===== src/rtl/sand_frame_sequencer.sv =====
// Per-frame controller for the falling-sand engine: serves brush writes while
// idle, launches the engine on frame ticks, routes the engine's memory ports
// while it runs, then copies scratch RAM into VRAM (clearing RAM) one cell per
// cycle through a two-stage read/write pipeline.
module sand_frame_sequencer #(
  parameter int ACTIVE_COLUMNS = 640,
  parameter int ACTIVE_ROWS    = 480,
  parameter int ADDR_WIDTH     = $clog2(ACTIVE_COLUMNS*ACTIVE_ROWS),
  parameter int DATA_WIDTH     = 2
) (
  input  logic                  clk_i,
  input  logic                  reset_i,
  input  logic                  frame_tick_i,
  input  logic                  draw_req_i,
  input  logic [ADDR_WIDTH-1:0] draw_addr_i,
  input  logic [DATA_WIDTH-1:0] draw_data_i,
  output logic                  draw_ack_o,
  output logic                  eng_ready_o,
  input  logic                  eng_done_i,
  input  logic [ADDR_WIDTH-1:0] eng_vram_rd_addr_i,
  input  logic [ADDR_WIDTH-1:0] eng_ram_rd_addr_i,
  input  logic [ADDR_WIDTH-1:0] eng_vram_wr_addr_i,
  input  logic [ADDR_WIDTH-1:0] eng_ram_wr_addr_i,
  input  logic [DATA_WIDTH-1:0] eng_vram_wr_data_i,
  input  logic [DATA_WIDTH-1:0] eng_ram_wr_data_i,
  input  logic                  eng_vram_wr_en_i,
  input  logic                  eng_ram_wr_en_i,
  input  logic [DATA_WIDTH-1:0] ram_rd_data_i,
  output logic [ADDR_WIDTH-1:0] vram_rd_addr_o,
  output logic [ADDR_WIDTH-1:0] ram_rd_addr_o,
  output logic [ADDR_WIDTH-1:0] vram_wr_addr_o,
  output logic [ADDR_WIDTH-1:0] ram_wr_addr_o,
  output logic [DATA_WIDTH-1:0] vram_wr_data_o,
  output logic [DATA_WIDTH-1:0] ram_wr_data_o,
  output logic                  vram_wr_en_o,
  output logic                  ram_wr_en_o,
  output logic                  busy_o,
  output logic [15:0]           frame_count_o,
  output logic                  overrun_o
);

  localparam int NCELLS = ACTIVE_COLUMNS * ACTIVE_ROWS;
  // One extra bit so the bound compares cleanly even when NCELLS is a power of two.
  localparam logic [ADDR_WIDTH:0]   N_EXT = (ADDR_WIDTH+1)'(NCELLS);
  localparam logic [ADDR_WIDTH-1:0] LAST  = ADDR_WIDTH'(NCELLS - 1);

  typedef enum logic [1:0] {IDLE, START, RUN, COPY} state_t;

  state_t                state, state_n;
  logic                  tick_pending, tick_pending_n;
  logic [ADDR_WIDTH-1:0] rd_cnt, rd_cnt_n;
  logic [ADDR_WIDTH-1:0] wr_addr, wr_addr_n;
  logic                  wr_vld, wr_vld_n;
  logic [15:0]           frame_cnt;
  logic                  overrun;
  logic                  go_start, frame_inc, overrun_set;

  assign frame_count_o = frame_cnt;
  assign overrun_o     = overrun;

  // State, copy pipeline, tick bookkeeping and frame statistics.
  always_ff @(posedge clk_i) begin
    if (reset_i) begin
      state        <= IDLE;
      tick_pending <= 1'b0;
      rd_cnt       <= '0;
      wr_addr      <= '0;
      wr_vld       <= 1'b0;
      frame_cnt    <= '0;
      overrun      <= 1'b0;
    end else begin
      state        <= state_n;
      tick_pending <= tick_pending_n;
      rd_cnt       <= rd_cnt_n;
      wr_addr      <= wr_addr_n;
      wr_vld       <= wr_vld_n;
      if (frame_inc)   frame_cnt <= frame_cnt + 16'd1;
      if (overrun_set) overrun   <= 1'b1;
    end
  end

  // Next state, memory port muxing and handshakes; everything idles at 0.
  always_comb begin
    state_n        = state;
    rd_cnt_n       = rd_cnt;
    wr_addr_n      = wr_addr;
    wr_vld_n       = wr_vld;
    go_start       = 1'b0;
    frame_inc      = 1'b0;
    draw_ack_o     = 1'b0;
    eng_ready_o    = 1'b0;
    vram_rd_addr_o = '0;
    ram_rd_addr_o  = '0;
    vram_wr_addr_o = '0;
    ram_wr_addr_o  = '0;
    vram_wr_data_o = '0;
    ram_wr_data_o  = '0;
    vram_wr_en_o   = 1'b0;
    ram_wr_en_o    = 1'b0;
    busy_o         = (state != IDLE);

    case (state)
      IDLE: begin
        // The brush write goes out this cycle; a tick seen now still starts
        // the frame next cycle, so the draw never delays the engine.
        if (draw_req_i) begin
          draw_ack_o = 1'b1;
          if ({1'b0, draw_addr_i} < N_EXT) begin
            vram_wr_en_o   = 1'b1;
            vram_wr_addr_o = draw_addr_i;
            vram_wr_data_o = draw_data_i;
          end
        end
        if (tick_pending || frame_tick_i) begin
          go_start = 1'b1;
          state_n  = START;
        end
      end

      START: begin
        eng_ready_o = 1'b1;
        state_n     = RUN;
      end

      RUN: begin
        vram_rd_addr_o = eng_vram_rd_addr_i;
        ram_rd_addr_o  = eng_ram_rd_addr_i;
        vram_wr_addr_o = eng_vram_wr_addr_i;
        ram_wr_addr_o  = eng_ram_wr_addr_i;
        vram_wr_data_o = eng_vram_wr_data_i;
        ram_wr_data_o  = eng_ram_wr_data_i;
        vram_wr_en_o   = eng_vram_wr_en_i;
        ram_wr_en_o    = eng_ram_wr_en_i;
        if (eng_done_i) begin
          // Done cycle doubles as the first copy read (address 0).
          vram_wr_en_o  = 1'b0;
          ram_wr_en_o   = 1'b0;
          ram_rd_addr_o = '0;
          rd_cnt_n      = ADDR_WIDTH'(1);
          wr_addr_n     = '0;
          wr_vld_n      = 1'b1;
          state_n       = COPY;
        end
      end

      COPY: begin
        // Read stage runs one address ahead of the write stage.
        if ({1'b0, rd_cnt} < N_EXT) begin
          ram_rd_addr_o = rd_cnt;
          rd_cnt_n      = rd_cnt + ADDR_WIDTH'(1);
        end
        if (wr_vld) begin
          vram_wr_en_o   = 1'b1;
          vram_wr_addr_o = wr_addr;
          vram_wr_data_o = ram_rd_data_i;
          ram_wr_en_o    = 1'b1;
          ram_wr_addr_o  = wr_addr;
          ram_wr_data_o  = '0;
          wr_addr_n      = wr_addr + ADDR_WIDTH'(1);
          if (wr_addr == LAST) begin
            wr_vld_n  = 1'b0;
            frame_inc = 1'b1;
            state_n   = IDLE;
          end
        end else begin
          state_n = IDLE;
        end
      end

      default: state_n = IDLE;
    endcase

    // A tick landing while one is already queued is lost, unless the queued
    // one is being consumed this very cycle.
    if (go_start) tick_pending_n = tick_pending & frame_tick_i;
    else          tick_pending_n = tick_pending | frame_tick_i;
    overrun_set = frame_tick_i & tick_pending & ~go_start;

    // Hold every combinational output quiet while reset is applied.
    if (reset_i) begin
      draw_ack_o     = 1'b0;
      eng_ready_o    = 1'b0;
      vram_rd_addr_o = '0;
      ram_rd_addr_o  = '0;
      vram_wr_addr_o = '0;
      ram_wr_addr_o  = '0;
      vram_wr_data_o = '0;
      ram_wr_data_o  = '0;
      vram_wr_en_o   = 1'b0;
      ram_wr_en_o    = 1'b0;
      busy_o         = 1'b0;
    end
  end

endmodule


===== config.mk =====
export PLATFORM = sky130hd
export DESIGN_NAME = sand_frame_sequencer
export DESIGN_NICKNAME = d
export VERILOG_FILES = /design/src/rtl/sand_frame_sequencer.sv
export SDC_FILE = /design/constraint.sdc
export NUM_CORES = 1
export LEC_CHECK = 0
export CAP_MARGIN = 25
export CORE_ASPECT_RATIO = 0.5
export CORE_MARGIN = 2
export CORE_UTILIZATION = 40
export DETAILED_ROUTE_END_ITERATION = 16
export PLACE_DENSITY = 0.82
export SLEW_MARGIN = 0
export SYNTH_ARGS = -nofsm -noshare
export SYNTH_HDL_FRONTEND = slang
export SYNTH_SLANG_ARGS = --single-unit

===== constraint.sdc =====
create_clock -name clk_i -period 2.57 [get_ports clk_i]
set_input_delay 0.514 -clock clk_i [delete_from_list [all_inputs] [get_ports clk_i]]
set_output_delay 0.514 -clock clk_i [all_outputs]
set_load 0.05 [all_outputs]

Word-level counts from Yosys, hierarchy flattened
Index checks and enable logic that the tools add are counted.
{ "totals": {"ff_bits": 59, "latch_bits": 0, "ram_bits": 0, "mem_bits_ro": 0, "input_bits": 110, "memories": 0} }
{ "op_classes": {"add_sub_neg": 3, "mul": 0, "n_div": 0, "order_cmp": 2, "eq_ne": 9, "shift": 0, "mux": 56, "n_bitwise": 4, "n_reduce_logical": 8} }
{ "op_table": {"columns": ["cell", "count"], "rows": [
  ["$mux W19", 14],
  ["$pmux W19 S2", 4],
  ["$pmux W19 S3", 1],
  ["$add A19 B1 Y19 const B", 2],
  ["$lt A19 B19 Y1 const B", 2],
  ["$mux W1", 22],
  ["$mux W2", 10],
  ["$eq A19 B19 Y1 const B", 1],
  ["$add A16 B1 Y16 const B", 1],
  ["$reduce_and A3 Y1", 3],
  ["$ne A2 B2 Y1 const B", 4],
  ["$pmux W2 S4", 1],
  ["$pmux W2 S3", 1],
  ["$eq A2 B2 Y1 const B", 2],
  ["$pmux W1 S2", 2],
  ["$reduce_bool A2 Y1", 2],
  ["$ne A3 B3 Y1 const B", 1],
  ["$pmux W1 S3", 1],
  ["$and A1 B1 Y1", 2],
  ["$eq A2 B1 Y1 const B", 1],
  ["$logic_not A2 Y1", 1],
  ["$reduce_and A2 Y1", 1],
  ["$logic_or A1 B1 Y1", 1],
  ["$not A1 Y1", 1],
  ["$or A1 B1 Y1", 1]
]} }

Logic depth before layout (Yosys ltp)
Gate-level depths: netlist (run 1).
{ "logic_depth": {"word_depth": 5, "ltp_mapped": 7, "depth_no_buf": 7} }

Worst setup path after synthesis (run 1)
Ideal clock, no wire load.
{ "synth_timing": {"path_type": "register to output", "start": "register state[0]", "end": "output port ram_rd_addr_o[18]", "arrival_time_ns": 2.314, "required_ns": 2.056, "slack_ns": -0.258, "path_stages_with_launch": 8, "path_cell_list": "dfxtp_1 inv_1 ha_1 clkbuf_1 nor2b_1 clkbuf_1 nand2_1 a21oi_1"} }
{ "synth_via": {"elab_chain_len": 3, "word_cells_on_any_way": 4, "classes_between": "2 x eq/ne; 2 x mux"} }
{ "synth_lines": {"columns": ["item", "line_no", "source"], "rows": [
  ["start: declaration", "49", "state_t state, state_n;"],
  ["start signal: assignment", "72", "state <= state_n;"],
  ["$eq A2 B2 Y1", "102", "case (state)"],
  ["$pmux W19 S2 (*)", "102", null],
  ["$mux W19 (*)", "180", "if (reset_i) begin"],
  ["end: declaration", "30", "output logic [ADDR_WIDTH-1:0] ram_rd_addr_o,"]
]} }
Every way passes the cells marked *; elsewhere a longest branch is shown, timed or not.

Final worst setup path (run 1)
{ "layout_timing": {"start": "input port draw_addr_i[13]", "end": "output port vram_wr_addr_o[15]"} }
{ "layout_via": {"elab_chain_len": 5} }
{ "layout_lines": {"columns": ["item", "line_no", "source"], "rows": [
  ["start: declaration", "15", "input logic [ADDR_WIDTH-1:0] draw_addr_i,"],
  ["$lt A19 B19 Y1", "108", "if ({1'b0, draw_addr_i} < N_EXT) begin"],
  ["$mux W19", "108", null],
  ["$mux W19", "106", "if (draw_req_i) begin"],
  ["$pmux W19 S3", "102", null],
  ["$mux W19", "180", null],
  ["end: declaration", "31", "output logic [ADDR_WIDTH-1:0] vram_wr_addr_o,"]
]} }
Every way passes these cells.

==> impl_metrics.ini, run 1 <==
[synth]
ys_ff_latch = 59
synth_compound_area_share_pct = 23.3
synthAdderAreaFrac_pct = 2.55
syn_avg_cell_area_um2 = 7.70
synthesis.area_mm2 = 0.00393
netlist_instances = 510
yosys_warnings = 0
synth_cell_type_count = 51
yosys.area.top_type = dfxtp_1
synth_xor_area_share_pct = 7.36
synth_top_family_by_area = simple AND/OR/NAND/NOR gates
synth_top_area_share_pct = 30.1
ys_seq_area_share_pct = 30.1
synth-simple-area-share_pct = 31.1
synthMuxAreaShare_pct = 1.05
synthTopCellsByArea = dfxtp_1 (30%), a22oi_1 (11%), nor2_1 (8.6%)
syn_nets = 628

[grt]
antenna_found_initial = 0
first_global_vias = 4928
grt_usage_pct = 31.7
overflow = 0
grt_max_degree = 35
grt_pass1_wl_um = 26500

[route]
wl_per_cell_um = 21.3
vias = 5212
ant_nets = 0
dr.pass1.iters = 6
vias_per_cell = 6.02
wirelength_um = 18400
dr.first_iter.drc_count = 577
drc = 0

[power_and_ir_drop]
ir_worst_vdd_v = 0.000460
clkPwrFrac_pct = 28.8
p_leak_uw = 0.00268
p_total_uw = 4280
seqPwrFrac_pct = 23.1
power_density_mw_per_mm2 = 544
combPwrFrac_pct = 48.0
p_int_uw = 2650
switchingPower_uw = 1630
switching_share_pct = 38.1

[worst_setup_path]
path_class = in -> out
path_max_fanout = 5
crit_path_max_incr_delay_ns = 0.29
required_ns = 2.06
crit_path_end_kind = output port
crit_slowest_cell = a211o_1
crit_top_cell = a21o_1
start_kind = input port
cp.arrival_ns = 2.18
cp_cell_sequence = clkdlybuf4s15_1 > a21o_1 > a211o_1 > a21o_1 > nor2_4 > buf_6 > o2bb2ai_2 > buf_12

[floorplanning]
rows = 25
dieArea_mm2 = 0.0107
dieHeight_um = 74.1
initial_core_util_pct = 41.4
io_pins = 212
die_w_um = 144
core_area_mm2 = 0.00948

[timing]
rsz0062_at_grt = true
post-route-min-period_ns = 2.69
period_share_pct = 105
tns_ns = -1.50
clock.fmax_ghz = 0.372
clock_skew_ns = 0.00837
tightest_slew_ns = 0.780
setup_violations = 20
slew_headroom_pct = 47.6
hold_viol = 0
post-route-worst-setup-slack_ns = -0.122
hold-worst-slack_ns = 0.484
drv_slew = 0

[clock_tree]
cts_root_buf = clkbuf_16
cts_buffers = 9
cts_hold_buf = 0
clock_latency_ns = 0.34
clockBufferDepth = 2
cts_tree = done
clkSlewWorstSetupHoldPaths_ns = 0.06
h-tree-depth = 3
clock_sinks = 59

[placed_design]
dpl.cell_count = 840
hpwl_um = 11100
finalWeightedCongestion = 0.808
portBuffers = 211

[run_status]
violations = setup timing
status = finished with violations

[cells_and_area]
diodes = 0
final.fill_count = 505
drive_above_1_share_pct = 29.0
fin_util_pct = 83.0
fin_nets = 844
area_delta_synth_final_pct = 100
stdcell_count = 866

[hold_path]
hp-class = reg -> reg

[job]
cap_viol_max_count = 0
[stage by stage]
step	area (um^2)	worst slack, ns
floorplan	4030	-0.153
global placement	7240	-0.245
detailed placement	7240	-0.292
CTS	7780	-0.0423
global route	7870	-0.133
finish	7870	-0.122
[final timing paths]
| check | from | to | slack, ns | depth (start not counted) |
|---|---|---|---|---|
| max reg2reg | wr_addr[1] | frame_count_o[15] | 0.05 | 6 |
| min | overrun_o | overrun_o | 0.48 | 2 |
| max | draw_addr_i[13] | vram_wr_addr_o[15] | -0.12 | 8 |
| min reg2reg | overrun_o | overrun_o | 0.48 | 2 |
[cell type report]
type | count | area, um^2 | share of cell area (%)
Timing Repair Buffer | 241 | 3350 | 42.5
Tap cell | 135 | 169 | 2.15
Clock buffer | 9 | 225 | 2.86
Inverter | 7 | 28.8 | 0.366
Multi-Input combinational cell | 408 | 2830 | 36.0
Clock inverter | 7 | 76.3 | 0.970
Sequential cell | 59 | 1190 | 15.1
[what timing repair did]
item	4_1_cts	5_1_grt
buffers inserted	2	2
pin swaps	4	8
cloned	4	2
gates resized for setup	50	22
endpoints found under the setup margin	80	83
[cell usage in the layout (no fill, tap or decap), types with 4 or more instances in the layout]
master | synthesis | final
clkdlybuf4s50_1 | 0 | 119
buf_12 | 0 | 85
a22oi_1 | 56 | 56
dfxtp_1 | 59 | 55
nor2_1 | 90 | 49
nor2_2 | 0 | 40
nand2_1 | 24 | 24
a21oi_1 | 26 | 24
and2_1 | 23 | 23
nand3_1 | 20 | 20
xnor2_1 | 17 | 17
xor2_1 | 16 | 16
buf_4 | 1 | 16
o21ai_0 | 15 | 15
clkbuf_16 | 0 | 15
or3_1 | 14 | 14
nand4_1 | 12 | 12
o2bb2ai_2 | 0 | 11
o2bb2ai_1 | 19 | 8
nor3_1 | 6 | 6
nor4_1 | 6 | 6
inv_1 | 7 | 5
ha_1 | 8 | 5
buf_6 | 0 | 5
dlygate4sd2_1 | 0 | 5
nor4b_1 | 4 | 4
and4_1 | 4 | 4
and3_1 | 4 | 4
nor2b_1 | 6 | 4
[critical path: cells and delay by family]
kind / cells / cell delay (ns)
and+or+nand+nor: 1 / 0.18
AOI/OAI and AO/OA: 4 / 0.90
buffers and inverters: 3 / 0.57
[cell families (layout without fill, tap and decap cells)]
kind of cell,count (synthesis),count (layout)
flip-flops,59,59
AO/OA/AOI/OAI,130,130
XOR/XNOR,33,33
AND/OR/NAND/NOR,233,233
multiplexers,4,4
buffers and inverters,43,264
adder cells (fa/ha/maj),8,8
[flip-flops by register name (all words and copies together), names as in the netlist]
signal,cells
wr_addr,19
tick_pending,1
state,2
frame_count_o,16
overrun_o,1
wr_vld,1
rd_cnt,19
[metal layers]
metal | share of wire [%] | track usage, %
met5 | 0 | 0
met1 | 37 | 38.3
met3 | 8.6 | 7.21
met2 | 50 | 55.4
met4 | 4.4 | 14.2
[power groups by stage]
stage	logic [uW]	registers [uW]	clock network, uW
final	2060	988	1230
after global routing	2130	991	1280
after CTS	1950	979	1220
after detailed placement	1770	985	0
after global placement	1730	983	0
after floorplan	906	984	0
[synthesized netlist by cell type, drive strengths merged]
master / count
nor3b: 3
or2: 3
and3: 4
nand3b: 1
a211oi: 3
nand2: 24
nand4bb: 1
nand4: 14
o21ai: 15
o21bai: 2
a21o: 2
buf: 6
dfxtp: 59
inv: 7
and2: 24
clkbuf: 30
xnor2: 17
mux2: 1
a211o: 2
nand2b: 3
a21boi: 1
nor4: 8
and4: 5
nor4b: 4
nor2b: 6
xor2: 16
or3: 14
a21oi: 27
a222oi: 2
nor3: 6
and4bb: 1
nand3: 20
ha: 8
o31ai: 1
or4: 2
a22oi: 56
o2bb2ai: 19
mux2i: 3
nor2: 90
Note: power is estimated with default switching activity, not from simulation.
==> inputs of run 2 (changes only) <==
GPL_TIMING_DRIVEN = 0   (was unset)
==> run 2 against run 1 <==
  * The run still ends with setup timing left
  * Die area is the same
  * Power shrank 8.9%
  * Combinational power shrank 18%
  * Global-route usage shrank 4.8 points
  * Register-to-register slack gained 0.16 ns
  * Fmax grew 3.7%
  * Setup slack gained 0.095 ns
  * Hold slack gained 0.0026 ns
  * Clock power is essentially flat
  * Largest power group unchanged
  * Highest routed layer unchanged
==> impl_metrics.ini, run 2 (synthesis results as in run 1) <==
[run_status]
status = finished with violations
violations = setup timing

[timing]
clock.fmax_ghz = 0.385
post-route-worst-setup-slack_ns = -0.0269
period_share_pct = 101
slew_headroom_pct = 23.9
setup_violations = 2
hold_viol = 0
rsz0062_at_grt = true
hold-worst-slack_ns = 0.487
post-route-min-period_ns = 2.60
clock_skew_ns = 0.00770
drv_slew = 0
tightest_slew_ns = 1.11

[clock_tree]
clockBufferDepth = 2
clock_latency_ns = 0.34
cts_hold_buf = 0
cts_root_buf = clkbuf_16
h-tree-depth = 3
cts_tree = done
cts_buffers = 9
clock_sinks = 59
clkSlewWorstSetupHoldPaths_ns = 0.05

[route]
wirelength_um = 15200
ant_nets = 0
vias = 4849
dr.first_iter.drc_count = 424
wl_per_cell_um = 17.3
dr.pass1.iters = 5
drc = 0
vias_per_cell = 5.51

[worst_setup_path]
start_kind = flop
crit_path_max_incr_delay_ns = 0.36
crit_top_cell = buf_4
cp_cell_sequence = buf_4 > ha_1 > or2_4 > nor2_4 > buf_4 > buf_8 > o2bb2ai_1 > buf_4
path_buf_inv = 4
path_max_fanout = 5
path_class = reg -> out
crit_slowest_cell = dfxtp_4
required_ns = 2.06
crit_path_end_kind = output port
cp.arrival_ns = 2.08
critPathTopFamily = buffers and inverters

[job]
cap_viol_max_count = 0

[floorplanning]
io_pins = 212
die_w_um = 144
rows = 25
dieHeight_um = 74.1
initial_core_util_pct = 41.4
dieArea_mm2 = 0.0107
core_area_mm2 = 0.00948

[power_and_ir_drop]
switchingPower_uw = 1520
p_int_uw = 2370
ir_worst_vdd_v = 0.000341
power_density_mw_per_mm2 = 568
combPwrFrac_pct = 43.4
clkPwrFrac_pct = 31.3
p_leak_uw = 0.00247
seqPwrFrac_pct = 25.3
switching_share_pct = 39.1
p_total_uw = 3900

[placed_design]
placed_cell_area_mm2 = 0.00631
hpwl_um = 10800
finalWeightedCongestion = 0.873
portBuffers = 211
dpl.cell_count = 856

[grt]
antenna_found_initial = 0
overflow = 0
first_global_vias = 4545
grt_max_degree = 13
grt_pass1_wl_um = 22700
grt_usage_pct = 27.0

[cells_and_area]
stdcell_count = 880
drive_above_1_share_pct = 29.3
fin_nets = 858
design_area_mm2 = 0.00686
area_delta_synth_final_pct = 74.8
final_common_cell = clkdlybuf4s50_1
diodes = 0
final_cell_mix = clkdlybuf4s50_1 (119), dfxtp_1 (57), a22oi_1 (55)

[hold_path]
hp-class = reg -> reg
-- run 2: path summary, 6_finish.rpt --
check | startpoint | endpoint | slack, ns | cells past startpoint
worst max-delay path | state[0] | vram_wr_addr_o[7] | -0.03 | 8
worst min-delay path | frame_count_o[15] | frame_count_o[15] | 0.49 | 2
worst max register to register | state[0] | wr_addr[2] | 0.21 | 7
worst min register to register | frame_count_o[15] | frame_count_o[15] | 0.49 | 2
-- run 2: power groups by stage --
stage	clock network (uW)	registers (uW)	logic, uW
floorplan	0	984	906
global placement	0	983	1430
detailed placement	0	985	1440
CTS	1220	968	1540
global route	1260	988	1780
finish	1220	986	1690
-- run 2: per-layer routing --
metal	track usage, %	routed length (um)	vias to the layer above
met2	46.4	7600	155
met3	5.47	937	19
met4	9.17	196	0
li1	-	-	2317
met1	34.5	6460	2358
met5	0	0	-
-- run 2: area by class of cell --
class | instances | area (um^2)
buffer | 35 | 278
fill | 761 | 2610
clock buffer | 9 | 225
timing repair buffer | 220 | 2020
multi-input combinational | 408 | 2880
sequential | 59 | 1190
inverter | 7 | 28.8
tap | 135 | 169
clock inverter | 7 | 78.8
-- run 2: per-stage QoR --
| stage | TNS, ns | setup WS, ns | utilization, % |
|---|---|---|---|
| 2_1_floorplan | -4.12 | -0.153 | - |
| 6_report | -0.0415 | -0.0269 | 72.4 |
| 3_3_place_gp | -74.19 | -1.54 | 66.6 |
| 5_1_grt | -0.562 | -0.0612 | 72.4 |
| 3_5_place_dp | -76.54 | -1.52 | 66.6 |
| 4_1_cts | -0.434 | -0.0356 | 69.5 |
-- run 2: tightest hold or removal path, cell delays in order (launching register included) --
cell     delay (ns)
dfxtp_1        0.32
o31ai_1        0.06
a21oi_1        0.06
-- run 2: timing repair --
item	in CTS	in global routing
endpoints found under the hold margin	0	0
resized for setup	539	75
endpoints found under the setup margin	86	88
cloned	1	0
buffers inserted	4	4
pin swaps	5	5
==> inputs of run 3 (changes only) <==
CORE_UTILIZATION = 30   (was 40)
PLACE_DENSITY = unset   (was 0.82)
SLEW_MARGIN = unset   (was 0)
==> run 3 against run 2 <==
  * Non-clock buffer count up 2
  * Flip-flop and latch count unchanged
  * Largest cell class unchanged
  * Die area is 32% higher
  * The run now ends clean
  * Power up 2.0%
  * Critical path depth unchanged
  * Register-to-register slack improved by 0.13 ns
  * Setup slack improved by 0.047 ns
  * Routed wire length is 0.93% lower
  * Combinational power barely moved
  * Hold slack got worse by 0.0086 ns
==> impl_metrics.ini, run 3 (synthesis results as in run 1) <==
[route]
vias = 4708
wirelength_um = 15100
dr.first_iter.drc_count = 219
vias_per_cell = 5.13
wl_per_cell_um = 16.4
dr.pass1.iters = 5
ant_nets = 0
drc = 0

[grt]
met1_usage_pct = 27.6
grt_use_met2_pct = 35.0
grt-busiest-layer = met2
overflow = 0
first_global_vias = 4547
grt_usage_pct = 21.0
antenna_found_initial = 0
grt_max_degree = 13
grt_pass1_wl_um = 23900
gr-usage-met3_pct = 4.66

[worst_setup_path]
path_max_fanout = 5
crit_slowest_cell = a211o_1
r2r_cells = 7
cp_cell_sequence = buf_6 > a21o_1 > a211o_1 > a21o_1 > nor2_4 > buf_6 > o2bb2ai_4 > buf_6
start_kind = input port
cp.arrival_ns = 2.04
crit_path_end_kind = output port
crit_path_max_incr_delay_ns = 0.30
rrSetupSlack_ns = 0.34
path_class = in -> out
required_ns = 2.06
crit_top_cell = buf_6

[power_and_ir_drop]
p_leak_uw = 0.00251
power_density_mw_per_mm2 = 567
p_total_uw = 3970
ir_worst_vdd_v = 0.000325

[placed_design]
hpwl_um = 11400
finalWeightedCongestion = 0.833
portBuffers = 211

[floorplanning]
dieHeight_um = 84.9
initial_core_util_pct = 30.8
die_w_um = 166
io_pins = 212
dieArea_mm2 = 0.0141
core_area_mm2 = 0.0127
rows = 29

[timing]
hold_viol = 0
rsz0062_at_grt = true
setup_violations = 0
hold-worst-slack_ns = 0.478
clock_skew_ns = 0.00989
post-route-min-period_ns = 2.55
tightest_slew_ns = 0.900
period_share_pct = 99.2
slew_headroom_pct = 38.3
clock.fmax_ghz = 0.392
drv_slew = 0

[clock_tree]
cts_root_buf = clkbuf_16
cts_hold_buf = 0
clkSlewWorstSetupHoldPaths_ns = 0.06
h-tree-depth = 3
clockBufferDepth = 2
clock_latency_ns = 0.34
clock_sinks = 59
cts_buffers = 9
cts_tree = done

[cells_and_area]
final_common_cell = clkdlybuf4s50_1
final.fill_count = 1221
final_cell_mix = clkdlybuf4s50_1 (119), dfxtp_1 (57), a22oi_1 (55)
fin_nets = 860
multi_input_area_mm2 = 0.00290
seqCellArea_mm2 = 0.00119
area_delta_synth_final_pct = 78.4
diodes = 0
drive_above_1_share_pct = 30.4

[run_status]
status = completed

[hold_path]
min_path_cells = 2
hp-class = reg -> reg

[job]
cap_viol_max_count = 0
[run 3: cell count changes in the layout (fill, tap and decap cells not counted), sizes merged]
cell,change
buf,+1
inv,+1
bufinv,+1
clkinvlp,-3
clkbuf,+1
clkinv,+1
[run 3: cell type report]
class | count | area share (%)
tap | 170 | 3.04
inverter | 7 | 0.375
clock buffer | 9 | 3.21
multi-input combinational | 408 | 41.4
sequential | 59 | 16.9
buffer | 35 | 3.93
clock inverter | 7 | 1.43
timing repair buffer | 222 | 29.7
[run 3: worst max-delay path, delay by kind of cell]
| family | cells | cell delay (ns) |
|---|---|---|
| compound gates | 4 | 0.82 |
| buf+inv | 3 | 0.47 |
| simple gates | 1 | 0.23 |
[run 3: where the power goes]
group | internal (uW) | switching, uW
sequential | 945 | 29.3
clock | 854 | 465
combinational | 679 | 1000
total | 2480 | 1490
[run 3: final timing paths]
| kind | from | end |
|---|---|---|
| worst min register to register | frame_count_o[15] | frame_count_o[15] |
| worst min-delay path | frame_count_o[15] | frame_count_o[15] |
| worst max register to register | wr_addr[0] | frame_count_o[9] |
| worst max-delay path | draw_addr_i[12] | vram_wr_addr_o[14] |
[run 3: routing by layer]
metal / wire, um / vias up
met5: 0 / -
met4: 211 / 0
met3: 812 / 15
met2: 7030 / 140
met1: 7000 / 2229
li1: - / 2324
[run 3: stage by stage]
stage	area [um^2]	instances	utilization, %	setup TNS [ns]	setup WS, ns
after floorplan	4030	510	-	-4.12	-0.153
after global placement	6360	891	49.9	-84.52	-1.74
after detailed placement	6360	891	49.9	-85.60	-1.73
after CTS	6750	914	53.0	-0.206	-0.0351
after global routing	7010	917	55.0	-0.0826	-0.0358
final	7010	917	55.0	0	0.0203
[run 3: timing repair]
action / in CTS / in global routing
resized for setup: 554 / 77
pin swaps: 6 / 7
hold endpoints to repair: 0 / 0
setup endpoints to repair: 85 / 82
gates cloned: 1 / 0
setup buffers: 7 / 3
